[config.mk]
export PLATFORM = sky130hd
export DESIGN_NAME = hazard_scoreboard
export DESIGN_NICKNAME = d
export VERILOG_FILES = /design/src/rtl/hazard_scoreboard.sv
export SDC_FILE = /design/constraint.sdc
export NUM_CORES = 1
export LEC_CHECK = 0
export BUFFER_PORTS_ARGS = -buffer_cell sky130_fd_sc_hd__buf_2
export CORE_AREA = 2 2 218 220
export DETAILED_ROUTE_END_ITERATION = 12
export DIE_AREA = 0 0 220 222
export GPL_TIMING_DRIVEN = 1
export SKIP_CTS_REPAIR_TIMING = 1
export SLEW_MARGIN = 20
export SYNTH_ARGS = -nofsm -noshare
export SYNTH_HDL_FRONTEND = slang
export SYNTH_SLANG_ARGS = --single-unit
[constraint.sdc]
create_clock -name clk -period 6.5 [get_ports clk]
set_input_delay 0.325 -clock clk [delete_from_list [all_inputs] [get_ports clk]]
set_output_delay 0.325 -clock clk [all_outputs]
set_load 0.02 [all_outputs]
[src/rtl/hazard_scoreboard.sv]
// Hazard unit: operand bypass selection, long-latency register scoreboard,
// and a flush sequencer that holds redirects/exception flushes until the buses drain.
module hazard_scoreboard #(
    parameter int XLEN    = 64,
    parameter int NREG    = 32,
    parameter int REGW    = 5,
    parameter int NFWD    = 3,
    parameter int MAXLONG = 4,
    parameter int CNTW    = $clog2(MAXLONG + 1)
) (
    input  logic                   clk,
    input  logic                   reset,
    input  logic                   issue_valid,
    input  logic                   issue_long,
    input  logic [REGW-1:0]        issue_rd,
    input  logic [REGW-1:0]        rs1,
    input  logic [REGW-1:0]        rs2,
    input  logic [XLEN-1:0]        rd1,
    input  logic [XLEN-1:0]        rd2,
    input  logic [NFWD-1:0]        fwd_valid,
    input  logic [NFWD-1:0]        fwd_ready,
    input  logic [NFWD*REGW-1:0]   fwd_rd,
    input  logic [NFWD*XLEN-1:0]   fwd_data,
    input  logic                   long_done,
    input  logic [REGW-1:0]        long_rd,
    input  logic [XLEN-1:0]        long_data,
    input  logic                   redirect,
    input  logic                   exc,
    input  logic                   ibus_busy,
    input  logic                   dbus_busy,
    output logic [XLEN-1:0]        alua,
    output logic [XLEN-1:0]        alub,
    output logic                   stall_fd,
    output logic                   flush_d,
    output logic                   flush_all,
    output logic [CNTW-1:0]        long_cnt
);

    localparam logic [1:0] IDLE       = 2'd0;
    localparam logic [1:0] REDIR_WAIT = 2'd1;
    localparam logic [1:0] EXC_WAIT   = 2'd2;

    localparam logic [CNTW-1:0] CNT_MAX = CNTW'(MAXLONG);

    logic [1:0]      state_q, state_d;
    logic [NREG-1:0] busy_q, busy_d;
    logic [CNTW-1:0] cnt_q, cnt_d;

    logic            haz_a, haz_b;
    logic            sb_set;

    // Returns {hazard, operand}; youngest matching bypass shadows older ones.
    function automatic logic [XLEN:0] opsel(input logic [REGW-1:0] s,
                                            input logic [XLEN-1:0] rf);
        logic            found;
        logic [XLEN:0]   res;
        found = 1'b0;
        res   = {1'b0, rf};
        if (s == '0) begin
            res = '0;
        end else begin
            for (int unsigned i = 0; i < NFWD; i++) begin
                if (!found && fwd_valid[i] && fwd_rd[i*REGW +: REGW] == s) begin
                    found = 1'b1;
                    res   = fwd_ready[i] ? {1'b0, fwd_data[i*XLEN +: XLEN]} : {1'b1, rf};
                end
            end
            if (!found) begin
                if (long_done && long_rd == s)
                    res = {1'b0, long_data};
                else if (busy_q[s])
                    res = {1'b1, rf};
            end
        end
        return res;
    endfunction

    always_comb begin
        {haz_a, alua} = opsel(rs1, rd1);
        {haz_b, alub} = opsel(rs2, rd2);
    end

    always_comb begin
        state_d   = state_q;
        flush_d   = 1'b0;
        flush_all = 1'b0;
        case (state_q)
            IDLE, REDIR_WAIT: begin
                if (exc) begin
                    flush_all = 1'b1;
                    state_d   = (ibus_busy || dbus_busy) ? EXC_WAIT : IDLE;
                end else if (state_q == REDIR_WAIT || redirect) begin
                    if (!ibus_busy) begin
                        flush_d = 1'b1;
                        state_d = IDLE;
                    end else begin
                        state_d = REDIR_WAIT;
                    end
                end
            end
            EXC_WAIT: begin
                flush_all = 1'b1;
                if (!ibus_busy && !dbus_busy)
                    state_d = IDLE;
            end
            default: state_d = IDLE;
        endcase
    end

    assign stall_fd = haz_a || haz_b || (issue_long && cnt_q == CNT_MAX) || (state_q != IDLE);
    assign sb_set   = issue_valid && issue_long && (issue_rd != '0) && !stall_fd;

    // Set is applied after clear so a same-register set/clear leaves the bit set.
    always_comb begin
        busy_d = busy_q;
        cnt_d  = cnt_q;
        if (flush_all) begin
            busy_d = '0;
            cnt_d  = '0;
        end else begin
            if (long_done)
                busy_d[long_rd] = 1'b0;
            if (sb_set)
                busy_d[issue_rd] = 1'b1;
            if (sb_set && !long_done)
                cnt_d = cnt_q + 1'b1;
            else if (!sb_set && long_done && cnt_q != '0)
                cnt_d = cnt_q - 1'b1;
        end
    end

    always_ff @(posedge clk) begin
        if (!reset) begin
            state_q <= IDLE;
            busy_q  <= '0;
            cnt_q   <= '0;
        end else begin
            state_q <= state_d;
            busy_q  <= busy_d;
            cnt_q   <= cnt_d;
        end
    end

    assign long_cnt = cnt_q;

endmodule

; After elaboration in Yosys (flattened, before gate mapping)
; Cells that the tools add are included.
; Widths: inputs -> output; s select.
[classes]
add_sub_neg = 2
order_cmp = 6
eq_ne = 13
mux = 57
n_bitwise = 4
n_reduce_logical = 46
[op_table]
columns = op, n
row1 = $mux 65, 20
row2 = $mux 32, 3
row3 = $eq 5x5->1, 8
row4 = $and 32x32->32, 1
row5 = $not 32->32, 1
row6 = $or 32x32->32, 1
row7 = $lt 5x6->1 const B, 4
row8 = $logic_and 1x1->1, 22
row9 = $mux 1, 22
row10 = $bmux 1 s5, 2
row11 = $demux 1 s5, 2
row12 = $ge 5x1->1 const B, 2
row13 = $logic_not 5->1, 2
row14 = $logic_not 1->1, 9
row15 = $mux 2, 4
row16 = $mux 3, 2
row17 = $logic_or 1x1->1, 5
row18 = $reduce_bool 5->1, 1
row19 = $pmux 2 s2, 1
row20 = $reduce_bool 2->1, 2
row21 = $reduce_or 2->1, 2
row22 = $add 3x1->3 const B, 1
row23 = $eq 3x3->1 const B, 1
row24 = $ne 3x3->1 const B, 1
row25 = 9 further kinds, 9
[totals]
ff_bits = 37
input_bits = 434
out_inout_bits = 134
word_cells = 131

; Logic depth before layout (Yosys ltp)
; Gate-level depths: netlist of the first run.
[depth]
depth_word = 27
depth_mapped = 14
depth_no_buf = 12

; Least setup slack after synthesis of the first run
; OpenSTA, ideal clock, no wires.
[synth_timing]
path_kind = input to output
startpoint = input port rs1[2]
endpoint = output port alua[5]
t_arrival_ns = 3.160
required_time_ns = 6.175
setup_slack_ns = 3.015
path_stages = 10
path_cell_list = buf_2 > xnor2_1 > nand4_1 > or2_2 > clkbuf_1 > nor2_1 > clkbuf_1 > mux2_2 > a31o_2 > a221oi_1
[synth_via]
elab_chain_len = 17
word_cells_on_any_way = 28
classes_between = eq/ne: 4 / mux: 15 / reduce/logical: 9
[synth_rtl]
columns = element, line_no
row1 = "start, declared", 16  ; input logic [REGW-1:0] rs1,
row2 = $eq 5x5->1, 63  ; if (!found && fwd_valid[i] && fwd_rd[i*REGW +: REGW] == s) begin
row3 = $logic_and 1x1->1, 63
row4 = $mux 1, 63
row5 = $mux 1, 59  ; if (s == '0) begin
row6 = $logic_not 1->1, 63
row7 = $logic_and 1x1->1 (2 in a row), 63
row8 = $mux 1, 63
row9 = $mux 1, 59
row10 = $logic_not 1->1, 63
row11 = $logic_and 1x1->1 (2 in a row), 63
row12 = $mux 65, 63
row13 = $mux 65, 71  ; else if (busy_q[s])
row14 = $mux 65, 69  ; if (long_done && long_rd == s)
row15 = $mux 65, 68  ; if (!found) begin
row16 = $mux 65 *, 59
row17 = "end, declared", 31  ; output logic [XLEN-1:0] alua,
; Every way passes the cells marked *; elsewhere a longest branch is shown, timed or not. The select of a mux whose other input is x is not followed.

; Worst setup path in the final report of the first run
[layout_timing]
startpoint = input port rs1[2]
endpoint = output port alua[44]
; The elaborated chain is that of the path after synthesis.

==> summary by stage, run 1 <==
Run status
The flow ran to the end, but the final reports show violations. The final reports fail on design-rule violations.

Synthesis
For this run, the number of Yosys warnings is 0. The number of nets handed over by synthesis was 2073. The synthesis-stage register bit count is 37.

After Yosys synthesis, full adders, half adders and majority gates account for 0.175% of the synthesized area. The synthesized-area fraction occupied by ao, oa, aoi and oai cells is 40.8%. The count of unique library cells instantiated by Yosys is 63.

The combinational family with the most area after synthesis is compound AO/OA/AOI/OAI gates. Of the total synthesized cell area, the portion taken by AND, OR, NAND and NOR gates is 19.6%. The most instantiated flip-flop cell in the synthesis netlist is dfxtp_1.

For this run, asynchronously set or reset flops after synthesis account for 0%. The cell area after technology mapping is 11400 sq um. The post-synthesis instance total is 1638. Sequential elements use 6.47% of the synthesized area. Summing the areas of all xor and xnor instances in the mapped netlist gives 3.14% of the synthesized area.

The average cell area after synthesis is 6.99 sq um. The post-synthesis mux area share is 22.1%. The number of synthesized flops with an enable pin is 0.

Place
The placer's final routability congestion estimate is 0.939. Including well taps, the total number of placed cells is 2648. During placement, the flow inserted port buffers numbering 567. At the placement stage, the worst setup path has a slack of 1.96 ns. The post-placement cell area is 14600 sq um. The total half-perimeter wirelength after legalization and detailed placement is 50100 microns.

Die
The row count is 79. The total die area is 48800 sq um. The count of boundary I/O pins is 568. The horizontal die dimension is 220 microns. The placeable core region is 46300 sq um. The effective utilization at floorplan is 24.7%. In this run the vertical extent of the chip is 222 microns.

Timing
The slew of the pin with the lowest slew margin is 1.13 ns. The smallest clock period supported by the final layout is computed as 4.70 ns. The count of pins over their slew limit is 0. Setup repair after global routing left no endpoint under its margin.

Across all setup checks in the final design, the least slack found is 1.80 ns. The final setup skew is 0.00344 ns. The worst max-slew margin expressed relative to the limit is 24.4%. After layout, the worst path uses 72.4% of the clock period. Setup violations remaining at the end of the flow were counted as 0. The highest clock rate is 213 MHz. The final hold slack is 0.238 ns.

Summed over all failing endpoints, the final setup total negative slack is 0 ns. The final hold violation count came to 0.

Setup path
The critical path is of the in -> out type. For the worst setup path, the data arrival time is 4.38 ns. For the worst setup path, the data required time is 6.17 ns. The worst setup path is launched from an input port. The largest fanout on the critical path is 64. STA classifies the critical path endpoint as a primary output.

Routing
For this run, design rule violations remaining after detail routing come to 1. After detailed routing, the total wire length is 73700 microns. In the routed layout, each cell is associated on average with a via count of 6.37.

The via total after detailed routing is 17200. The number of iterations in the first detailed-routing pass is 10. In the final routed layout, each cell accounts on average for 27.4 microns. The detailed router's first-iteration violation count is 2210.

The count of nets left with antenna violations once routing finished came out at 0.

Power
The combinational group share of total power is 70.8%. Net switching is 48.8% of the power. The sequential cell fraction of total power is 14.3%. The cell internal power dissipation is 824 uW. Per report_power, the clock group accounts for 15.0% of the total. VDD sags by at most 132 uV. The net switching power is 786 uW. The power density over the cells is 109 nW/um^2. The static power due to leakage is 0.00591 uW.

Finish
The final layout contains 2483 nets. The number of cells in the finished layout apart from fillers is 2693. Of the cells placed in the final design, the portion with a size suffix greater than 1 is 37.8%. The most common cell after layout, fill and taps aside is buf_2. In the layout the commonest cells are buf_2 (566), o21ai_0 (221), nand2_1 (169).

Relative to the synthesized area, the layout overhead comes to 29.3%. The finished cells cover 14800 sq um. The filler cell count in the final layout is 5050.

CTS
The total CTS buffers is 5. The number of clock sinks is 37. The CTS H-tree depth is 2. The cell sitting at the root of the clock tree is a clkbuf_16.

The worst-case clock buffer depth is 2. The later-pin clock latency in the skew report is 0.28 ns. The clock edge transition at the registers on the reported setup and hold paths is 0.05 ns. The CTS tree is done.

Global routing
The number of global-route vias before repair is 16300. After global routing the overflow that remains totals 0. Across every metal layer, demand over resource in global routing totals 28.1%. The wire length of the first global-routing pass is 105000 microns. The number of antenna violations at the first check in global routing is 47.

Entering global routing, the biggest net connects 129 pins.

Run
Across the run, the number of max-cap violations was 0.

Worst hold path
The path category of the worst min-delay check is in -> reg.
==> kinds of logic after synthesis <==
group / Yosys count
DFF: 37
AOI/OAI and AO/OA: 647
buffers and inverters: 203
and+or+nand+nor: 487
muxes: 222
adders and majority gates: 1
xor gates and xnor gates: 41
==> synthesized netlist by cell type, types with 37 or more instances <==
master	n	share of area (%)
o221ai_1	64	4.9
mux2_2	133	13
nand2_1	172	5.6
nand2b_1	68	3.7
dfxtp_1	37	6.5
a221oi_1	128	9.8
a31o_1	59	4.5
o21ai_0	221	9.7
o22ai_1	64	3.5
mux2i_1	78	6.8
o31a_1	63	4.8
nor2_1	145	4.8
clkbuf_1	138	4.5
==> power by group through the flow <==
stage               sequential [uW]  clock [uW]  combinational [uW]
finish                          230         241                1140
global route                    230         256                1200
CTS                             230         242                1110
detailed placement              234           0                1110
global placement                234           0                1100
floorplan                       234           0                 650
==> metrics by stage <==
| step | total power [uW] | util [%] |
|---|---|---|
| finish | 1610 | 32.0 |
| detailed placement | 1340 | 31.5 |
| floorplan | 885 | - |
| CTS | 1580 | 31.8 |
| global placement | 1330 | 31.5 |
| global route | 1690 | 32.0 |
==> registers in the layout, summed over array words and instances (netlist names) <==
name and count:
state_q 2, busy_q 32, long_cnt 3
==> worst max-delay path: stages <==
cell and delay [ns]:
buf_2 0.37, xor2_1 0.14, nor4_1 0.32, nand3_1 0.39
or3b_4 0.38, buf_4 0.84, o221ai_1 0.22, mux2_2 0.33
a31o_1 0.22, a221oi_1 0.36, buf_2 0.39
==> metal layers <==
metal	vias to the layer above	part of all wire [%]	GRT usage, %
li1	7242	-	-
met1	8116	37	34.9
met2	1457	45	43.3
met3	323	12	7.20
met4	16	5.8	16.7
met5	-	0.12	0
==> worst paths after layout <==
path              startpoint     endpoint  slack, ns  cells after the start
setup / recovery      rs1[2]     alua[44]       1.80                     11
hold / removal           exc   state_q[0]       0.24                      2
setup reg to reg  busy_q[13]  long_cnt[1]       2.48                     13
hold reg to reg    busy_q[0]    busy_q[0]       0.47                      2
==> layout make-up <==
cell class                      count  area, sq um  area share [%]
Clock buffer                        7          143           0.964
Multi-Input combinational cell   1398         9940            67.2
Antenna cell                       38         95.1           0.643
Inverter                           15         56.3           0.381
Timing Repair Buffer              591         3060            20.7
Sequential cell                    37          741            5.01
Tap cell                          607          759            5.13
Note: power is estimated with default switching activity, not from simulation.
==> run 2, diff against run 1 <==
ABC_AREA = 1   (was default)
CORE_AREA = 2 2 224 226   (was 2 2 218 220)
DIE_AREA = 0 0 226 228   (was 0 0 220 222)
clock period = 4.7 ns   (was 6.5 ns; I/O delays follow)
==> run 2 against run 1 <==
Against the previous run:
- the run now ends clean
- global-route usage is 2.0 points higher
- non-clock buffer count is 38 higher
- setup slack lost 0.95 ns
- sequential share of layout area down 0.65 points
- register-to-register slack got worse by 0.36 ns
- clock power up 36%
==> summary by stage, run 2 <==
Global routing
The wire length of the first global-routing pass is 120000 microns (+14%). The overall track demand over capacity in global routing is 30.1% (+2.0 points). The number of global-route vias before repair was 19700 (+21%). The pin count of the biggest net entering global routing came to 102 (-21%). The number of antenna violations at the first check in global routing is 18 (-62%). The aggregate global routing overflow came to 0 (unchanged).

Die
The total die area came to 51500 sq um (+5.5%). The count of boundary I/O pins was 568 (unchanged). The horizontal die dimension came to 226 microns (+2.7%). The vertical extent of the die was 228 microns (+2.7%).

The placeable core region is 49300 sq um (+6.7%). The effective utilization at floorplan was 27.6% (+2.8 points). The row count is 82 (+3.8%).

Synthesis
By area the synthesized netlist is led by o21ai_0 (15%), nor2_1 (13%), a21oi_1 (12%). The proportion of register bits with asynchronous set or reset after synthesis came to 0% (unchanged). The synthesized net count came to 3145 (+52%).

The synthesized-area fraction occupied by ao, oa, aoi and oai cells is 48.3% (+7.5 points). The simple-gate portion of the synthesized area is 28.7% (+9.1 points). The number of synthesized flops with an enable pin was 0 (unchanged). The post-synthesis adder-cell area fraction is 0.147% (-0.028 points). The yosys synthesis warning count was 0 (unchanged). The average cell area after synthesis was 5.02 sq um (-28%). The post-synthesis instance total was 2710 (+65%). The synthesis-stage register bit count is 37 (unchanged).

The post-synthesis mux area share is 0% (-22 points). The sequential-to-total area share from yosys stat is 5.44% (-1.0 points). After synthesis, the largest family of logic cells by area is compound AO/OA/AOI/OAI gates. The commonest cells after synthesis are nor2_1 (488), o21ai_0 (410), a21oi_1 (322). For this run, the leading register cell type out of synthesis is dfxtp_1. The xor and xnor area share after synthesis is 0.515% (-2.6 points). The post-synthesis cell type with the largest combined area is o21ai_0. The share of the synthesized area in the top cell type is 15.1% (+2.0 points). The most numerous cell in the Yosys netlist is nor2_1. The count of unique library cells instantiated by Yosys is 43 (-32%). The cell area after technology mapping was 13600 sq um (+19%).

Setup path
The peak per-stage delay on the critical path was 0.74 ns (-0.10 ns). The cell class contributing the biggest share of worst-path delay is buffers and inverters. The required time reported for the critical path endpoint was 4.47 ns (-1.70 ns).

The buffer and inverter count on the worst path is 5 (+2). The type of origin of the critical path is an input port. The category of the worst setup path capture point is a primary output. The depth of the worst register-to-register path is 16 (+3).

The worst flop-to-flop path endpoint is long_cnt[2]. The signal on the critical path passes through buf_2 > inv_1 > o21ai_1 > nor2_1 > nand3_2 > nor2_4 > buf_4 > o21ai_0 > o221ai_1 > o21ai_0 > inv_1 > o21ai_0 > nor2_1 > buf_2. The data arrival time of the worst path is 3.62 ns (-0.76 ns).

The startpoint of the most critical register-to-register path is busy_q[24]. The largest individual stage delay along the critical path comes from the cell buf_4. In this design, the critical path's most frequently occurring cell is o21ai_0. The setup path with the least slack is of type in -> out. The largest fanout on the critical path is 64 (unchanged).

The reg2reg setup slack is 2.12 ns (-0.36 ns).

Routing
The final routed wirelength across all metal layers was 81500 microns (+10%). The number of iterations in the first detailed-routing pass is 6 (-4). The average detailed-routed wire length per instance was 21.4 microns (-22%).

The vias per cell was 5.71 (-10%). The via total after detailed routing came to 21700 (+27%). The remaining design rule violation count is 0 (-1).

The detailed router's first-iteration violation count was 2593 (+17%). The number of antenna-violating nets in the routed design was 0 (unchanged).

Run
The count of maximum capacitance violations came to 0 (unchanged).

Timing
The count of pins over their slew limit is 0 (unchanged). After layout, the minimum clock period comes to 3.86 ns. The accumulated negative setup slack is 0 ns (unchanged). For this run, the top clock speed supported by timing is 259 MHz.

Setup repair after global routing left no endpoint under its margin. The final setup violation count is 0 (unchanged). The final setup skew is 0.00525 ns (+0.00182 ns).

The final hold violation count is 0 (unchanged). The slew of the pin with the lowest slew margin is 1.05 ns (-0.0882 ns). After layout, the worst path uses 82.1% of the clock period.

The worst max-slew margin expressed relative to the limit is 29.9% (+5.5 points).

Power
The switching share of total power is 56.2% (+7.4 points). The power density over the cells is 159 nW/um^2 (+47%). The post-route total power is 2710 uW (+68%).

The sequential cell fraction of total power is 11.7% (-2.6 points). The static power due to leakage is 0.00817 uW (+38%). The worst IR drop on VDD is 154 uV (+16%). The combinational group share of total power is 76.3% (+5.5 points).

The part of the power in the clock network is 12.1% (-2.9 points). The net switching power is 1520 uW (+94%). The cell internal power dissipation was 1190 uW (+44%).

Finish
Leaving out fill and tap cells, the most frequent cells in the layout are buf_2 (566), nor2_1 (486), o21ai_0 (410). The library cell used most frequently in the layout, excluding fill and tap cells, is buf_2. The final net count is 3547 (+43%). The fraction of layout cells with a size suffix above 1 is 22.4% (-15 points). The layout overhead on the synthesized area is 24.9%. Counting flops per register, the top entry is busy_q. The number of flip-flops under the largest register name is 32 (unchanged).

Place
The placer's final routability congestion estimate is 0.998 (+6.3%). The total half-perimeter wirelength after legalization and detailed placement is 57000 microns (+14%). The count of input and output buffers is 567 (unchanged).

CTS
The total CTS buffers came to 5 (unchanged). The clock edge transition at the registers on the reported setup and hold paths came to 0.06 ns (about the same). The later-pin clock latency in the skew report is 0.28 ns (about the same). The CTS H-tree depth is 2 (unchanged). The CTS root buffer is clkbuf_16. The number of clock sinks is 37 (unchanged). The worst-case clock buffer depth was 2 (unchanged).

TritonCTS built the clock tree.

Worst hold path
The beginning of the worst hold path is ibus_busy. The worst min-delay path endpoint is state_q[0]. The worst hold path belongs to the class in -> reg. The number of stages on the worst hold path is 3 (+1).

Run status
The flow ran to the end, and the final reports show no timing, DRC or antenna violations.
run 2: cell types whose count changed after synthesis, sizes merged, moves of 67 or more:
| cell | delta |
|---|---|
| inv | +300 |
| a221oi | -128 |
| a21oi | +316 |
| o21ai | +349 |
| nor2 | +354 |
| nand2 | +127 |
| nand2b | -67 |
| mux2i | -78 |
| mux2 | -133 |
run 2: layout make-up:
class,count,area (sq um)
sequential,37,741
multi-input combinational,2123,10600
inverter,316,1200
clock buffer,5,125
antenna,16,40.0
timing repair buffer,629,3410
tap,672,841
fill,5768,32400
clock inverter,3,17.5
run 2: worst max-delay path by stage:
stage / start / end / depth (start not counted)
6_report: rs1[0] / alua[39] / 14
3_3_place_gp: rs2[1] / long_cnt[2] / 18
2_1_floorplan: rs2[2] / alub[29] / 14
3_5_place_dp: rs2[1] / long_cnt[2] / 18
4_1_cts: rs2[1] / alub[62] / 15
5_1_grt: rs2[1] / alub[36] / 15
run 2: per-layer routing:
layer / track usage, % / wire length, microns / part of all wire [%]
met1: 37.0 / 31100 / 38
met2: 47.1 / 35300 / 43
met3: 6.65 / 9570 / 12
met4: 19.4 / 5410 / 6.6
met5: 0 / 39 / 0.048
run 2: worst min-delay path, cell delays in order:
cell,delay [ns]
buf_2,0.10
inv_1,0.06
nor4_1,0.05
run 2: cell families after synthesis:
family          Yosys count
compound gates         1161
xor+xnor                  8
fa+ha+maj                 1
flops                    37
simple gates            953
buf+inv                 550
run 2: through the flow:
step | cells | worst slack (ns) | instance area, sq um | util, % | hold slack [ns]
after floorplan | 2710 | 2.33 | 13600 | - | 0.377
after global placement | 3777 | 0.944 | 16800 | 34.1 | 0.464
after detailed placement | 3777 | 0.930 | 16800 | 34.1 | 0.469
after CTS | 3785 | 0.949 | 17000 | 34.4 | 0.223
after global routing | 3797 | 0.544 | 17000 | 34.4 | 0.249
final | 3801 | 0.844 | 17000 | 34.4 | 0.227
run 2: power groups by stage:
stage	clock [uW]	sequential (uW)	combinational (uW)
2_1_floorplan	0	324	1210
3_3_place_gp	0	324	2020
3_5_place_dp	0	324	2020
4_1_cts	328	317	2030
5_1_grt	340	317	2240
6_report	327	317	2070
